===== src/rtl/if_id_queue_pkg.sv =====
// +----------------------------------------------------------------------+
// | if_id_queue_pkg : shared constants and types for the IF/ID queue     |
// | Rev 1.0                                                              |
// +----------------------------------------------------------------------+
`default_nettype none

package if_id_queue_pkg;

  localparam int unsigned c_WORD_LEN  = 32;
  localparam logic [31:0] c_NOP_INSTR = 32'h0000_0000;

  // Bit 1 = push, bit 0 = pop; lets the count update read as a table.
  typedef enum logic [1:0] {
    Q_IDLE = 2'b00,
    Q_POP  = 2'b01,
    Q_PUSH = 2'b10,
    Q_BOTH = 2'b11
  } q_op_e;

endpackage : if_id_queue_pkg

`default_nettype wire


===== src/rtl/if_queue_mem.sv =====
// +----------------------------------------------------------------------+
// | if_queue_mem : DEPTH x WIDTH register array, 1 write / 1 async read  |
// | Rev 1.0                                                              |
// +----------------------------------------------------------------------+
`default_nettype none

module if_queue_mem #(
  parameter  int WIDTH = 64,
  parameter  int DEPTH = 4,
  localparam int AW    = $clog2(DEPTH)
) (
  input  logic             clk,
  input  logic             rst,
  input  logic             i_we,
  input  logic [AW-1:0]    i_waddr,
  input  logic [WIDTH-1:0] i_wdata,
  input  logic [AW-1:0]    i_raddr,
  output logic [WIDTH-1:0] o_rdata
);

  logic [WIDTH-1:0] r_mem [DEPTH];

  always_ff @(posedge clk or negedge rst) begin
    if (!rst) begin
      for (int i = 0; i < DEPTH; i++) begin
        r_mem[i] <= '0;
      end
    end else if (i_we) begin
      r_mem[i_waddr] <= i_wdata;
    end
  end

  assign o_rdata = r_mem[i_raddr];

endmodule : if_queue_mem

`default_nettype wire


===== src/rtl/if_id_queue.sv =====
// +----------------------------------------------------------------------+
// | if_id_queue : fetch-to-decode circular instruction buffer w/ flush   |
// | Rev 1.0                                                              |
// +----------------------------------------------------------------------+
`default_nettype none

module if_id_queue
  import if_id_queue_pkg::*;
#(
  parameter  int WORD_LEN = c_WORD_LEN,
  parameter  int DEPTH    = 4,
  localparam int PTR_W    = $clog2(DEPTH)
) (
  input  logic                clk,
  input  logic                rst,
  input  logic                if_valid,
  input  logic [WORD_LEN-1:0] if_pc,
  input  logic [WORD_LEN-1:0] if_instruction,
  output logic                if_freeze,
  input  logic                flush,
  input  logic                id_stall,
  output logic                id_valid,
  output logic [WORD_LEN-1:0] id_pc,
  output logic [WORD_LEN-1:0] id_instruction,
  output logic [PTR_W:0]      count
);

  localparam logic [PTR_W:0] c_FULL = DEPTH[PTR_W:0];

  logic [PTR_W-1:0]      r_wr_ptr;
  logic [PTR_W-1:0]      r_rd_ptr;
  logic [PTR_W:0]        r_count;
  logic                  w_full;
  logic                  w_empty;
  logic                  w_push;
  logic                  w_pop;
  q_op_e                 w_op;
  logic [2*WORD_LEN-1:0] w_rdata;

  assign w_full  = (r_count == c_FULL);
  assign w_empty = (r_count == '0);

  // A full queue refuses pushes even when a pop frees a slot this cycle,
  // so if_freeze never depends on the decode stall path.
  assign w_push = if_valid & ~w_full  & ~flush;
  assign w_pop  = ~w_empty & ~id_stall & ~flush;
  assign w_op   = q_op_e'({w_push, w_pop});

  always_ff @(posedge clk or negedge rst) begin
    if (!rst) begin
      r_wr_ptr <= '0;
      r_rd_ptr <= '0;
      r_count  <= '0;
    end else if (flush) begin
      r_wr_ptr <= '0;
      r_rd_ptr <= '0;
      r_count  <= '0;
    end else begin
      if (w_push) r_wr_ptr <= r_wr_ptr + 1'b1;
      if (w_pop)  r_rd_ptr <= r_rd_ptr + 1'b1;
      case (w_op)
        Q_PUSH:  r_count <= r_count + 1'b1;
        Q_POP:   r_count <= r_count - 1'b1;
        default: r_count <= r_count;
      endcase
    end
  end

  if_queue_mem #(
    .WIDTH (2*WORD_LEN),
    .DEPTH (DEPTH)
  ) u_mem (
    .clk     (clk),
    .rst     (rst),
    .i_we    (w_push),
    .i_waddr (r_wr_ptr),
    .i_wdata ({if_pc, if_instruction}),
    .i_raddr (r_rd_ptr),
    .o_rdata (w_rdata)
  );

  // Empty queue shows decode a NOP bubble rather than stale storage.
  assign if_freeze      = w_full;
  assign id_valid       = ~w_empty;
  assign id_pc          = w_empty ? '0 : w_rdata[2*WORD_LEN-1:WORD_LEN];
  assign id_instruction = w_empty ? WORD_LEN'(c_NOP_INSTR) : w_rdata[WORD_LEN-1:0];
  assign count          = r_count;

endmodule : if_id_queue

`default_nettype wire


===== config.mk =====
export PLATFORM = sky130hd
export DESIGN_NAME = if_id_queue
export DESIGN_NICKNAME = d
export VERILOG_FILES = /design/src/rtl/if_id_queue_pkg.sv /design/src/rtl/if_queue_mem.sv /design/src/rtl/if_id_queue.sv
export SDC_FILE = /design/constraint.sdc
export NUM_CORES = 1
export LEC_CHECK = 0
export ABC_AREA = 1
export CAP_MARGIN = 20
export CORE_MARGIN = 4
export CORE_UTILIZATION = 33
export DETAILED_ROUTE_END_ITERATION = 16
export PLACE_DENSITY = 0.61
export SYNTH_ARGS = -nofsm -noshare
export SYNTH_HDL_FRONTEND = slang
export SYNTH_HIERARCHICAL = 1
export SYNTH_SLANG_ARGS = --single-unit

===== constraint.sdc =====
create_clock -name clk -period 3.6 [get_ports clk]
set_input_delay 0.54 -clock clk [delete_from_list [all_inputs] [get_ports clk]]
set_output_delay 0.54 -clock clk [all_outputs]
set_load 0.03 [all_outputs]

==> results.cfg <==
[sta]
clock.fmax_mhz = 295
finalSetupViolCount = 0
hold_viol_final = 0
tns_ps = 0
rsz0062_at_grt = no
post-route-period-util = 0.941
fin_skew_ps = 17.1
drv_slew = 0
worst_pin_slew_ps = 941
relSlewSlack = 0.372
min_period_ps = 3390
holdWs_ps = 51.6

[floorplan]
dieArea_sq_um = 46500
die_h_microns = 216
fp.dieW_microns = 216
core-area_sq_um = 42300
core.rowCount = 75
start_util = 0.336
io_pins = 138

[place]
dpl_cell_area_sq_um = 16000
place_hpwl_mm = 23.3
gp_congestion = 0.782
portBuffers = 137

[worst_setup_path]
crit_type = reg -> out
end_kind = output pin
path_max_fanout = 50
arrival_ps = 2850
reg2reg_slack_ps = 1120
regToRegEndpoint = u_mem/r_mem[153]$_DFFE_PN0P_
cp-start-kind = flop
crit_required_ps = 3060
r2r_cells = 9
timing.rr.start = count[0]$_DFFE_PN0P_

[logic_synthesis]
synthTopCellsByArea = dfrtp_1 (46%), nand2_1 (21%), inv_1 (10%)
synth_top_cell_by_area = dfrtp_1
netlist_area_sq_um = 14200
synthCells = 2056
synth.top_cell.area_share = 0.462
synth_nets = 2126
ys_seq_elements = 263
synth_edf_count = 0
ys_seq_area_frac = 0.462
synth_cell_types = 23
synthFlopType = dfrtp_1
synthArstFlopShare = 1.00
syn_area_per_cell_sq_um = 6.93
yosysWarnings = 6

[hold_path]
hold_class = in -> async

[route]
num_vias = 12900
drc = 0
drt_first_iter_violations = 1117
dr.pass1.iters = 5
avgRoutedWirePerCell_microns = 15.5
wirelength_mm = 42.1
postRouteAntennaNets = 0
vias_per_cell = 4.73

[clocking]
cts.clk_slew.worst_paths_ps = 60
clockRootBuffer = clkbuf_16
postCtsSetupRepairBufs = 0
clk_latency_ps = 560
cts_tree = built
htree_levels = 1
cts_sinks = 263
numCtsBuffers = 30
ctsResizeCount = 0
hold_buffers = 0
clockBufferDepth = 3

[power]
power_switching_mw = 6.22
ir_drop_mv = 0.386
sw_frac_of_total = 0.408
power.density_nw_per_um2 = 884
seq_power_share = 0.323
total_leakage_power_nw = 9.38
p_int_mw = 9.02
power_frac_comb = 0.435
p_clk_frac = 0.242

[final_layout]
regArea_sq_um = 6590
num-fill-cells = 4327
fin_nets = 2189
utilization = 0.408
drive_gt1_frac = 0.0523
fin_area_sq_um = 17300
syn_to_final_growth_pct = 21.2
multiInputGateArea_sq_um = 5510

[grt]
busiest_layer = met2
use_met3 = 0.0288
grt_overflow = 0
grt_start_max_net_pins = 157
use_met2 = 0.300
grt_pass1_wl_mm = 69.2
first_global_vias = 12800
antenna_found_initial = 2
grt_use_met1 = 0.241
grt_use_total = 0.179

[flow_run]
max-cap-violations = 0

[run_status]
outcome = finished, final reports clean
==> worst max-delay path, stage by stage (launching register included) <==
cell             delay, ps
dfrtp_4                500
inv_4                  480
buf_12                 330
nand2_1                 90
nand3_1                 70
nand2_1                 70
inv_1                   80
nor2_1                  60
clkdlybuf4s50_1        590
==> sequential cells by signal, summed over array words and instances (netlist names) <==
name / cells
count: 3
r_rd_ptr: 2
r_wr_ptr: 2
u_mem/r_mem: 256
==> cell families after synthesis <==
kind of cell	synth area share
AND/OR/NAND/NOR	0.356
buffers and inverters	0.154
flip-flops	0.462
AO/OA/AOI/OAI	0.0250
XOR/XNOR	0.00123
adder cells (fa/ha/maj)	0.00141
==> layout by cell type (no fill, tap or decap), drive strengths merged <==
master         instances
nand3                200
a21oi                  3
dfrtp                263
nor2                  71
bufinv                11
inv                  399
nand4                128
nand2                788
clkbuf                35
clkinv                 8
xor2                   1
xnor2                  1
diode                  1
clkdlybuf4s50        136
o21ai                 66
buf                   31
clkinvlp               1
fa                     1
==> how the worst max path moves through the flow <==
stage | slack [ps] | depth (start not counted) | end | startpoint
final | 210 | 8 | id_pc[10] | r_rd_ptr[0]$_DFFE_PN0P_
after global routing | 40 | 8 | id_pc[31] | r_rd_ptr[0]$_DFFE_PN0P_
after CTS | 200 | 8 | id_pc[10] | r_rd_ptr[0]$_DFFE_PN0P_
after detailed placement | 740 | 8 | u_mem/r_mem[158]$_DFFE_PN0P_ | if_valid
after global placement | 790 | 8 | u_mem/r_mem[163]$_DFFE_PN0P_ | if_valid
after floorplan | 1490 | 5 | id_instruction[0] | count[0]$_DFFE_PN0P_
==> cell type report <==
class | instances | area share
Clock inverter | 21 | 0.0232
Clock buffer | 35 | 0.0469
Inverter | 398 | 0.0867
Tap cell | 577 | 0.0418
Sequential cell | 263 | 0.382
Timing Repair Buffer | 167 | 0.100
Multi-Input combinational cell | 1259 | 0.319
Antenna cell | 1 | 0.000145
==> through the flow <==
step / power [mW] / setup WS (ps) / cells
5_1_grt: 16.5 / 44.6 / 2720
3_5_place_dp: 11.6 / 744 / 2664
3_3_place_gp: 11.5 / 786 / 2664
2_1_floorplan: 9.32 / 1490 / 2056
4_1_cts: 15.4 / 199 / 2720
6_report: 15.2 / 214 / 2721
==> synth_stat cells (2+ instances only) <==
| cell | number |
|---|---|
| buf_1 | 4 |
| o21ai_1 | 61 |
| o21ai_0 | 5 |
| nor2_1 | 70 |
| nand4_1 | 128 |
| buf_2 | 119 |
| clkbuf_1 | 3 |
| a21oi_1 | 2 |
| nand3_1 | 197 |
| nand2_2 | 5 |
| dfrtp_1 | 263 |
| nand3_2 | 3 |
| buf_4 | 9 |
| inv_2 | 5 |
| nand2_1 | 782 |
| inv_1 | 393 |
==> power by group through the flow <==
stage          combinational (mW)  sequential, mW  clock [mW]
2_1_floorplan                4.52            4.79           0
3_3_place_gp                 6.59            4.92           0
3_5_place_dp                 6.67            4.95           0
4_1_cts                      6.71            4.91        3.78
5_1_grt                      7.49            5.09        3.90
6_report                     6.63            4.92        3.69
==> layer usage <==
layer | wire (microns) | vias up
met1 | 18900 | 6089
li1 | - | 6358
met2 | 19700 | 344
met5 | 13 | -
met3 | 2550 | 64
met4 | 941 | 2
Power figures use the tool's default switching activity.
